===== config.mk =====
export PLATFORM = sky130hd
export DESIGN_NAME = stopwatch_ctrl
export DESIGN_NICKNAME = d
export VERILOG_FILES = /design/src/rtl/stopwatch_ctrl.sv
export SDC_FILE = /design/constraint.sdc
export NUM_CORES = 1
export LEC_CHECK = 0
export ABC_AREA = 1
export BUFFER_PORTS_ARGS = -buffer_cell sky130_fd_sc_hd__buf_2
export CAP_MARGIN = 20
export CORE_MARGIN = 8
export CORE_UTILIZATION = 42
export DETAILED_ROUTE_END_ITERATION = 8
export PLACE_DENSITY = 0.66
export SYNTH_ARGS = -nofsm -noshare
export SYNTH_HDL_FRONTEND = slang
export SYNTH_SLANG_ARGS = --single-unit
export TNS_END_PERCENT = 1

===== constraint.sdc =====
create_clock -name clock -period 1.75 [get_ports clock]
set_input_delay 0 -clock clock [delete_from_list [all_inputs] [get_ports clock]]
set_output_delay 0 -clock clock [all_outputs]
set_load 0.1 [all_outputs]

===== src/rtl/stopwatch_ctrl.sv =====
// stopwatch_ctrl: control front-end for the two-digit BCD seconds counter.
// Conditions two raw pushbuttons (2-FF synchroniser + debounce), runs the
// start/pause/clear state machine and divides the system clock down to a
// one-cycle count strobe for the downstream counter.
//
// Ports:
//   clock        system clock
//   reset        synchronous, active-low
//   key_start_n  raw start/pause pushbutton, active-low, asynchronous
//   key_clear_n  raw clear pushbutton, active-low, asynchronous
//   sw_enable    slide-switch gate; 0 freezes the prescaler
//   tick         one-cycle count strobe to the BCD counter
//   run          high while RUNNING
//   clear        one-cycle pulse that zeroes the BCD counter
//   state        00 IDLE, 01 RUNNING, 10 PAUSED
module stopwatch_ctrl #(
    parameter int CLK_HZ          = 50000000,
    parameter int TICK_HZ         = 1,
    parameter int DEBOUNCE_CYCLES = 1000000
) (
    input  logic       clock,
    input  logic       reset,
    input  logic       key_start_n,
    input  logic       key_clear_n,
    input  logic       sw_enable,
    output logic       tick,
    output logic       run,
    output logic       clear,
    output logic [1:0] state
);

    localparam int DIV = CLK_HZ / TICK_HZ;
    localparam int PW  = $clog2(DIV);
    localparam int DW  = $clog2(DEBOUNCE_CYCLES);
    localparam logic [PW-1:0] PRESCALE_LAST = PW'(DIV - 1);
    localparam logic [DW-1:0] DEBOUNCE_LAST = DW'(DEBOUNCE_CYCLES - 1);

    typedef enum logic [1:0] {
        IDLE    = 2'b00,
        RUNNING = 2'b01,
        PAUSED  = 2'b10
    } state_t;

    // Bit 0 is the start key, bit 1 the clear key throughout.
    logic [1:0]    key_raw;
    logic [1:0]    sync_meta;
    logic [1:0]    sync_out;
    logic [1:0]    key_level;
    logic [1:0]    key_level_d;
    logic [DW-1:0] debounce_count [2];
    logic [1:0]    press;
    logic          start_press;
    logic          clear_press;

    state_t        state_q;
    state_t        state_next;

    logic [PW-1:0] prescale;
    logic          count_en;
    logic          wrap;

    assign key_raw = {key_clear_n, key_start_n};

    // Two-stage synchroniser; resets to the released level so no
    // spurious press is seen when reset is lifted.
    always_ff @(posedge clock) begin
        if (!reset) begin
            sync_meta <= 2'b11;
            sync_out  <= 2'b11;
        end else begin
            sync_meta <= key_raw;
            sync_out  <= sync_meta;
        end
    end

    // Debounce: the accepted level only follows the synchronised key once
    // it has disagreed for DEBOUNCE_CYCLES consecutive cycles; any cycle of
    // agreement restarts the count, so bounces never get through.
    always_ff @(posedge clock) begin
        if (!reset) begin
            key_level   <= 2'b11;
            key_level_d <= 2'b11;
            for (int k = 0; k < 2; k++) begin
                debounce_count[k] <= '0;
            end
        end else begin
            key_level_d <= key_level;
            for (int k = 0; k < 2; k++) begin
                if (sync_out[k] == key_level[k]) begin
                    debounce_count[k] <= '0;
                end else if (debounce_count[k] == DEBOUNCE_LAST) begin
                    key_level[k]      <= sync_out[k];
                    debounce_count[k] <= '0;
                end else begin
                    debounce_count[k] <= debounce_count[k] + 1'b1;
                end
            end
        end
    end

    // A press is the falling edge of the debounced level, seen for one
    // cycle right after the level changes; releases are ignored.
    assign press       = key_level_d & ~key_level;
    assign start_press = press[0];
    assign clear_press = press[1];

    always_ff @(posedge clock) begin
        if (!reset) begin
            state_q <= IDLE;
        end else begin
            state_q <= state_next;
        end
    end

    // Clear has priority over start when both land in the same cycle.
    always_comb begin
        state_next = state_q;
        if (clear_press) begin
            state_next = IDLE;
        end else if (start_press) begin
            case (state_q)
                IDLE:    state_next = RUNNING;
                RUNNING: state_next = PAUSED;
                PAUSED:  state_next = RUNNING;
                default: state_next = IDLE;
            endcase
        end
    end

    // run and clear are registered so they change together with state.
    always_ff @(posedge clock) begin
        if (!reset) begin
            run   <= 1'b0;
            clear <= 1'b0;
        end else begin
            run   <= (state_next == RUNNING);
            clear <= clear_press;
        end
    end

    // The prescaler only advances while RUNNING with the switch up. Masking
    // with clear_press keeps a tick out of the clear cycle; PAUSED simply
    // holds the count so the interrupted period is completed on resume.
    assign count_en = (state_q == RUNNING) && sw_enable && !clear_press;
    assign wrap     = count_en && (prescale == PRESCALE_LAST);

    always_ff @(posedge clock) begin
        if (!reset) begin
            prescale <= '0;
            tick     <= 1'b0;
        end else begin
            tick <= wrap;
            if (clear_press || wrap) begin
                prescale <= '0;
            end else if (count_en) begin
                prescale <= prescale + 1'b1;
            end
        end
    end

    assign state = state_q;

endmodule

# Word level (Yosys, flattened, before mapping)
# Memory sizes are Yosys's and may differ from the RTL's.
# Index checks and enable logic that the tools add are counted.
dict set report word_totals {
  ff_bits 39
  mem_bits_rw 40
  inputBits 5
  output_inout_bits 5
  mem_count 1
}
# memory depth width rd rd_clocked_by_memory_dff wr line_no
set mem_list {}
lappend mem_list {debounce_count 2 20 2 0 2 50} ;# logic [DW-1:0] debounce_count [2];
dict set report classes {
  addsub 3
  n_eq_ne 8
  mux 32
  bitwise_logic 11
  reduce_logical 10
}
# op n
set op_table {}
lappend op_table {{2-to-1 mux 20 bit} 6}
lappend op_table {{adder 20 x 1 -> 20 bit (second input constant)} 2}
lappend op_table {{== test 20 bit (second input constant)} 2}
lappend op_table {{adder 26 x 1 -> 26 bit (second input constant)} 1}
lappend op_table {{== test 26 bit (second input constant)} 1}
lappend op_table {{2-to-1 mux 1 bit} 23}
lappend op_table {{bitwise OR 1 bit} 6}
lappend op_table {{== test 2 x 1 -> 1 bit (second input constant)} 2}
lappend op_table {{2-to-1 mux 2 bit} 2}
lappend op_table {{one-hot mux 2 bit (2 select lines)} 1}
lappend op_table {{AND reduction 2 bit} 2}
lappend op_table {{OR reduction 2 bit} 2}
lappend op_table {{logical AND 1 bit} 3}
lappend op_table {{NOT 1 bit} 3}
lappend op_table {{AND 2 bit} 1}
lappend op_table {{== test 1 bit} 2}
lappend op_table {{== test 2 bit (second input constant)} 1}
lappend op_table {{zero test 2 bit} 1}
lappend op_table {{NOT 2 bit} 1}
lappend op_table {{zero test 1 bit} 1}
lappend op_table {{logical OR 1 bit} 1}

# Depth between registers and ports, before layout
# Gate-level depths: netlist (run 1).
dict set report depth {
  depth_word 7
  depth_mapped 10
}

# Least setup slack after synthesis (run 1)
# Ideal clock, no wire load.
dict set report synth_path {
  path_type {reg2reg}
  start {register state_q[0] (netlist: state[0])}
  end {register prescale[8]}
  t_arrival_ns 1.994
  t_required_ns 1.636
  slack_ns -0.358
  stages_incl_launch_ff 9
  n_path_buf 1
  synth_period_minus_slack_ns 2.108
  path_cell_list {dfxtp_1 nand3_1 nor2_4 nand2_1 nor2_1 nand3_1 nand2_2 buf_4 nor2_1}
}
dict set report synth_via {
  elab_chain_len 6
}
# element line_no
set synth_lines {}
lappend synth_lines {{from (decl)} 55} ;# state_t state_q;
lappend synth_lines {{from (signal assigned)} 111} ;# state_q <= state_next;
lappend synth_lines {{== test 2 x 1 -> 1 bit *} 144} ;# assign count_en = (state_q == RUNNING) && sw_enable && !clear_press;
lappend synth_lines {{logical AND 1 bit * (2 in a row)} 144}
lappend synth_lines {{logical AND 1 bit} 145} ;# assign wrap = count_en && (prescale == PRESCALE_LAST);
lappend synth_lines {{logical OR 1 bit} 153} ;# if (clear_press || wrap) begin
lappend synth_lines {{OR reduction 2 bit (no source line)} -}
lappend synth_lines {{to (signal assigned)} 156} ;# prescale <= prescale + 1'b1;
lappend synth_lines {{to (decl)} 58} ;# logic [PW-1:0] prescale;
# Mark *: on every way between the ends. The rest lies on a longest branch, timed or not.
# A chain may end at the register's enable or synchronous reset.

==> key figures, run 1 <==
Run status
  – Outcome: finished clean

Synth
  – Synth cell types: 31
  – Syn Area/Cell: 7.609 um^2
  – #FFs+latches synth: 79
  – Post-synth top area share: 27.22%
  – Synthesized cell area: 0.004413 mm^2
  – Synth warnings: 0
  – Cells after Synth: 580
  – Largest area contributor in the netlist: edfxtp_1
  – Register area share after synthesis: 44.91%
  – Synth area leaders: edfxtp_1, dfxtp_1, nand2_1, nor2_1, inv_1

STA
  – Tmin final: 1.648 ns
  – Final Hold Viols: 0
  – Setup-failing EPs final: 0
  – WHS: 0.1054 ns
  – Crit share post-route: 94.17%
  – Final Max Tran Viols: 0
  – RSZ-0062 raised after global routing: true
  – Max Clock Freq: 606.8 MHz
  – Clk_skew: 0.01026 ns

Clock tree
  – Clock slew at reported path FFs: around 0.09 ns
  – Maximum root-to-sink buffer count: 2
  – Clock latency on the worst-skew pair: 0.36 ns
  – Number of CTS-inserted buffers: 9
  – Clock sinks: 79
  – CTS H-tree depth: 3
  – CTS tree: built
  – CTS root buf: clkbuf_8

Layout
  – Commonest non-fill, non-tap cell in the layout: nand2_1
  – Number of fill cells: 1029
  – Post-Route Utilization: around half
  – Most frequent cells in the layout: nand2_1, nor2_1, inv_1, edfxtp_1, conb_1
  – P&R area growth vs syn: 16.13%
  – N_diodes: 0
  – Sequential cell area: just under 0.002 mm^2
  – Final cell count without fillers: around 800
  – Nets: 657
  – Ratio of cells with drive above 1 in the final layout: around an eighth
  – Area of the multi-input gates: 0.002281 mm^2

Min path
  – Worst Hold Class: in2reg

GRT
  – Grt ovf: 0
  – First-pass GRT wire length: ~15000 um
  – Total Routing Usage GR: about 13%
  – Vias in the first global route: 3423
  – Largest net degree at the start of global routing: 21
  – Initial antenna violation count: 0

Floorplan
  – IO Pins: 10
  – Die Wd: 118.5 um
  – Die ar.: 0.01404 mm^2
  – Core Area: 0.01028 mm^2
  – Die Span Y: 118.5 um
  – FP Rows: 37
  – Initial core utilization: 42.94%

Route
  – Vias post-DR: ~3700
  – Residual DRC: 0
  – Post-DR vias/cell: between 4 and 5
  – DR WL/cell: 10.86 um
  – Initial DRC Count: between 200 and 300
  – Final wirelength: 8579 um
  – DR pass1 iterations: 4
  – Detail Route Antenna Nets: 0

Worst setup path
  – CP Capture Type: register
  – Startpoint Class: register
  – CP arrival: ~1.8 ns
  – Crit Path Max Fanout: 20
  – Worst endpoint required time: 1.86 ns
  – Setup CP Type: reg2reg

Placement
  – I/O Buffers: 9
  – Placed insts: 767
  – GPL Wtd Cong: around 0.86
  – Post-DP HPWL: around 6400 um

Pwr
  – Leakage power: about 2 nW
  – Worst ir drop on vdd: 359.1 uV
  – PwrDens: 693.2 mW/mm^2

Job
  – Total of max-cap violations: 0
==> flip-flops by register name, summed over array words and instances (netlist names) <==
register	cells
clear	1
debounce_count	40
key_level	2
key_level_d	2
prescale	26
run	1
state	2
sync_meta	2
sync_out	2
tick	1
==> metrics by stage <==
step           TNS (ns)  setup WS, ns  total power [W]  cell area, um^2
2_1_floorplan         0       0.01844         0.002159             4562
3_3_place_gp          0       0.08925         0.002205             4822
3_5_place_dp          0       0.04320         0.002209             4822
4_1_cts               0       0.02408         0.003583             5047
5_1_grt         -0.8531      -0.05591         0.003695             5125
6_report              0        0.1021         0.003553             5125
==> worst paths after layout <==
kind                         from                   end  slack, ns  depth (start not counted)
max          debounce_count[1][1]  debounce_count[1][2]       0.10                          9
min                     sw_enable           prescale[1]       0.11                          4
max reg2reg  debounce_count[1][1]  debounce_count[1][2]       0.10                          9
min reg2reg          sync_meta[1]           sync_out[1]       0.41                          1
==> final cells by class <==
type	instances	area share (%)
inverter	75	5.493
multi-input combinational	459	44.51
clock inverter	6	1.318
clock buffer	10	2.490
sequential	79	38.77
timing repair buffer	25	4.102
tap	136	3.320
==> worst max-delay path, cell delays in order, from the launching register on <==
cell	delay, ns
edfxtp_1	0.39
ha_1	0.18
nand2_1	0.10
nor2_4	0.13
nand2_1	0.08
nor2_2	0.11
nand3_2	0.10
nand3_2	0.09
buf_12	0.16
nor3_1	0.06
==> repair_timing <==
item,in CTS,in global routing
hold endpoints to repair,6,0
resized for setup,0,13
setup endpoints to repair,0,58
hold buffers,3,0
setup buffers,0,4
==> cell usage after synthesis, drive strengths merged <==
| master | count |
|---|---|
| a21o | 2 |
| conb | 1 |
| nand3b | 5 |
| and2 | 1 |
| buf | 6 |
| dfxtp | 39 |
| nor2 | 121 |
| o21ai | 6 |
| ha | 3 |
| o21bai | 1 |
| nor4 | 1 |
| nor3b | 1 |
| inv | 75 |
| o211ai | 2 |
| xor2 | 16 |
| nor3 | 25 |
| xnor2 | 7 |
| nand3 | 38 |
| nand4 | 16 |
| edfxtp | 40 |
| or2 | 9 |
| a21oi | 24 |
| nand2 | 141 |
==> power breakdown <==
part	switching [W]	internal (W)	leakage (nW)	total, W
Clock	0.000703	0.000667	0.0933	0.00137
Combinational	0.0000989	0.0000610	1.22	0.000160
Sequential	0.0000387	0.00198	0.730	0.00202
==> logic make-up after synthesis <==
family	count (synthesis)	share of synthesized area, %
flip-flops	79	44.91
XOR/XNOR	23	4.565
buffers and inverters	81	7.740
AO/OA/AOI/OAI	35	4.508
other	1	0.08498
adder cells (fa/ha/maj)	3	0.8507
AND/OR/NAND/NOR	358	37.34
==> per-layer routing <==
metal / vias up / track usage (%) / wire length, um
met3: 14 / 3.332 / 246
met4: 0 / 5.455 / 142
li1: 1960 / - / -
met2: 35 / 20.71 / 3980
met1: 1672 / 15.40 / 4210
met5: - / 0 / 0
No activity file was read; power rests on OpenSTA's default activity.
==> run 2, diff against run 1 <==
- ABC_CLOCK_PERIOD_IN_PS: default -> 1750
- CTS_BUF_LIST: default -> sky130_fd_sc_hd__clkbuf_16
==> run 2 against run 1 <==
Net effect: design area increased by 1.9%; die area unchanged; non-clock buffer count decreased by 1; first-iteration DRC count decreased by 3.4%; combinational power about the same; sequential share of layout area decreased by 0.76 points; critical endpoint is now debounce_count[0][15].
==> key figures, run 2 (same netlist as run 1, synthesis figures left out) <==
Run status
  – Outcome: finished clean

GRT
  – Vias in the first global route: 3437
  – Initial antenna violation count: 0
  – Total Routing Usage GR: roughly an eighth
  – Grt ovf: 0
  – First-pass GRT wire length: 14750 um
  – Largest net degree at the start of global routing: 21

Layout
  – Most flops, register: debounce_count
  – Max reg flops: 40
  – Final cell count without fillers: between 700 and 800
  – Sequential cell area: 0.001986 mm^2
  – Largest regs: debounce_count: 40 flops, prescale: 26 flops
  – Number of fill cells: 1009
  – N_diodes: 0
  – Nets: 656
  – Commonest non-fill, non-tap cell in the layout: nand2_1
  – P&R area growth vs syn: 18.37%
  – Post-Route Utilization: 50.83%
  – Ratio of cells with drive above 1 in the final layout: 12.10%
  – Most frequent cells in the layout: nand2_1, nor2_1, inv_1, edfxtp_1, conb_1
  – Area of the multi-input gates: 0.002283 mm^2

Floorplan
  – FP Rows: 37
  – Initial core utilization: 42.94%
  – IO Pins: 10
  – Die ar.: 0.01404 mm^2
  – Die Span Y: 118.5 um
  – Die Wd: 118.5 um
  – Core Area: 0.01028 mm^2

Route
  – Residual DRC: 0
  – Post-DR vias/cell: 4.711
  – Initial DRC Count: around 260
  – DR pass1 iterations: 5
  – DR WL/cell: 10.84 um
  – Vias post-DR: 3717
  – Final wirelength: ~8600 um
  – Detail Route Antenna Nets: 0

Pwr
  – Leakage power: 2.086 nW
  – Part of the power in the clock network: between 40% and 50%
  – PwrDens: about 770 mW/mm^2
  – Sw Ratio: 22.09%
  – Net Sw Power: 0.0008939 W
  – Total power: 0.004047 W
  – Seq pwr share: between 50% and 60%
  – Worst ir drop on vdd: 400.6 uV
  – Int Power: between 0.003 and 0.004 W
  – Proportion of power drawn by combinational gates: 3.9%

Worst setup path
  – Crit Path Max Fanout: 6
  – Worst endpoint required time: 1.85 ns
  – Worst reg2reg startpoint: debounce_count[0][0]
  – CP arrival: 1.73 ns
  – CP Capture Type: register
  – Reg2reg setup slack: 0.11 ns
  – Setup CP Type: reg2reg
  – Worst reg2reg path endpoint: debounce_count[0][15]
  – Startpoint Class: register
  – FF-to-FF path depth: 7

STA
  – Final Max Tran Viols: 0
  – Tmin final: 1.636 ns
  – Final Hold Viols: 0
  – Clk_skew: around 0.0085 ns
  – Max Clock Freq: slightly above 600 MHz
  – Setup-failing EPs final: 0
  – Crit share post-route: around 93%
  – RSZ-0062 raised after global routing: true

Clock tree
  – Number of CTS-inserted buffers: 9
  – CTS tree: built
  – CTS root buf: clkbuf_16
  – Maximum root-to-sink buffer count: 2
  – Clock sinks: 79
  – Clock slew at reported path FFs: 0.06 ns
  – Clock latency on the worst-skew pair: between 0.3 and 0.4 ns
  – CTS H-tree depth: 3

Min path
  – Worst Hold Class: in2reg
  – Hold path depth: 4
  – Hold endpoint: prescale[1]
  – Hold wc startpoint: sw_enable

Placement
  – Post-DP HPWL: 6440 um
  – Placed insts: 767
  – I/O Buffers: 9
  – GPL Wtd Cong: 0.8640

Job
  – Total of max-cap violations: 0
run 2: final cells by class:
type,instances,share of cell area [%]
Timing Repair Buffer,24,3.952
Clock buffer,9,4.311
Sequential cell,79,38.01
Multi-Input combinational cell,459,43.71
Clock inverter,7,1.365
Tap cell,136,3.257
Inverter,75,5.389
run 2: how the worst max path moves through the flow:
stage | start | endpoint | slack (ns) | depth (start not counted)
floorplan | state[0] | prescale[8] | 0.02 | 8
global placement | debounce_count[0][0] | debounce_count[0][16] | 0.09 | 8
detailed placement | debounce_count[0][0] | debounce_count[0][16] | 0.04 | 8
CTS | debounce_count[0][0] | debounce_count[0][16] | 0.03 | 8
global route | debounce_count[1][0] | debounce_count[1][14] | -0.05 | 9
finish | debounce_count[0][0] | debounce_count[0][15] | 0.11 | 7
run 2: worst max-delay path: stages, from the launching register on:
cell      delay [ns]
edfxtp_1        0.42
ha_4            0.18
nand3_4         0.10
nand3b_1        0.27
nor2_2          0.20
nor2_1          0.10
nand3_1         0.08
inv_1           0.04
run 2: power by group through the flow:
stage               logic [W]  registers [W]  clock network [W]
CTS                  0.000151        0.00202            0.00191
floorplan            0.000106        0.00205                  0
detailed placement   0.000145        0.00206                  0
global placement     0.000143        0.00206                  0
finish               0.000158        0.00203            0.00186
global route         0.000184        0.00203            0.00197
run 2: layer usage:
metal,wire (um),vias up,global-route usage (%)
met1,4216,1690,15.31
met3,203,16,2.142
met2,3938,45,20.82
li1,-,1966,-
met5,0,-,0
met4,198,0,7.115
run 2: stage by stage:
stage	TNS, ns	area [um^2]	hold slack (ns)	setup WS [ns]
after floorplan	0	4562	0.06894	0.01844
after global placement	0	4822	0.2166	0.08925
after detailed placement	0	4822	0.2161	0.04320
after CTS	0	5149	0.1214	0.02725
after global routing	-0.7711	5224	0.1746	-0.05042
final	0	5224	0.1387	0.1141
run 2: timing repair:
action                     4_1_cts  5_1_grt
hold endpoints to repair         6        0
setup buffers                    0        3
hold buffers                     3        0
gates resized for setup          0       14
setup endpoints to repair        0       58
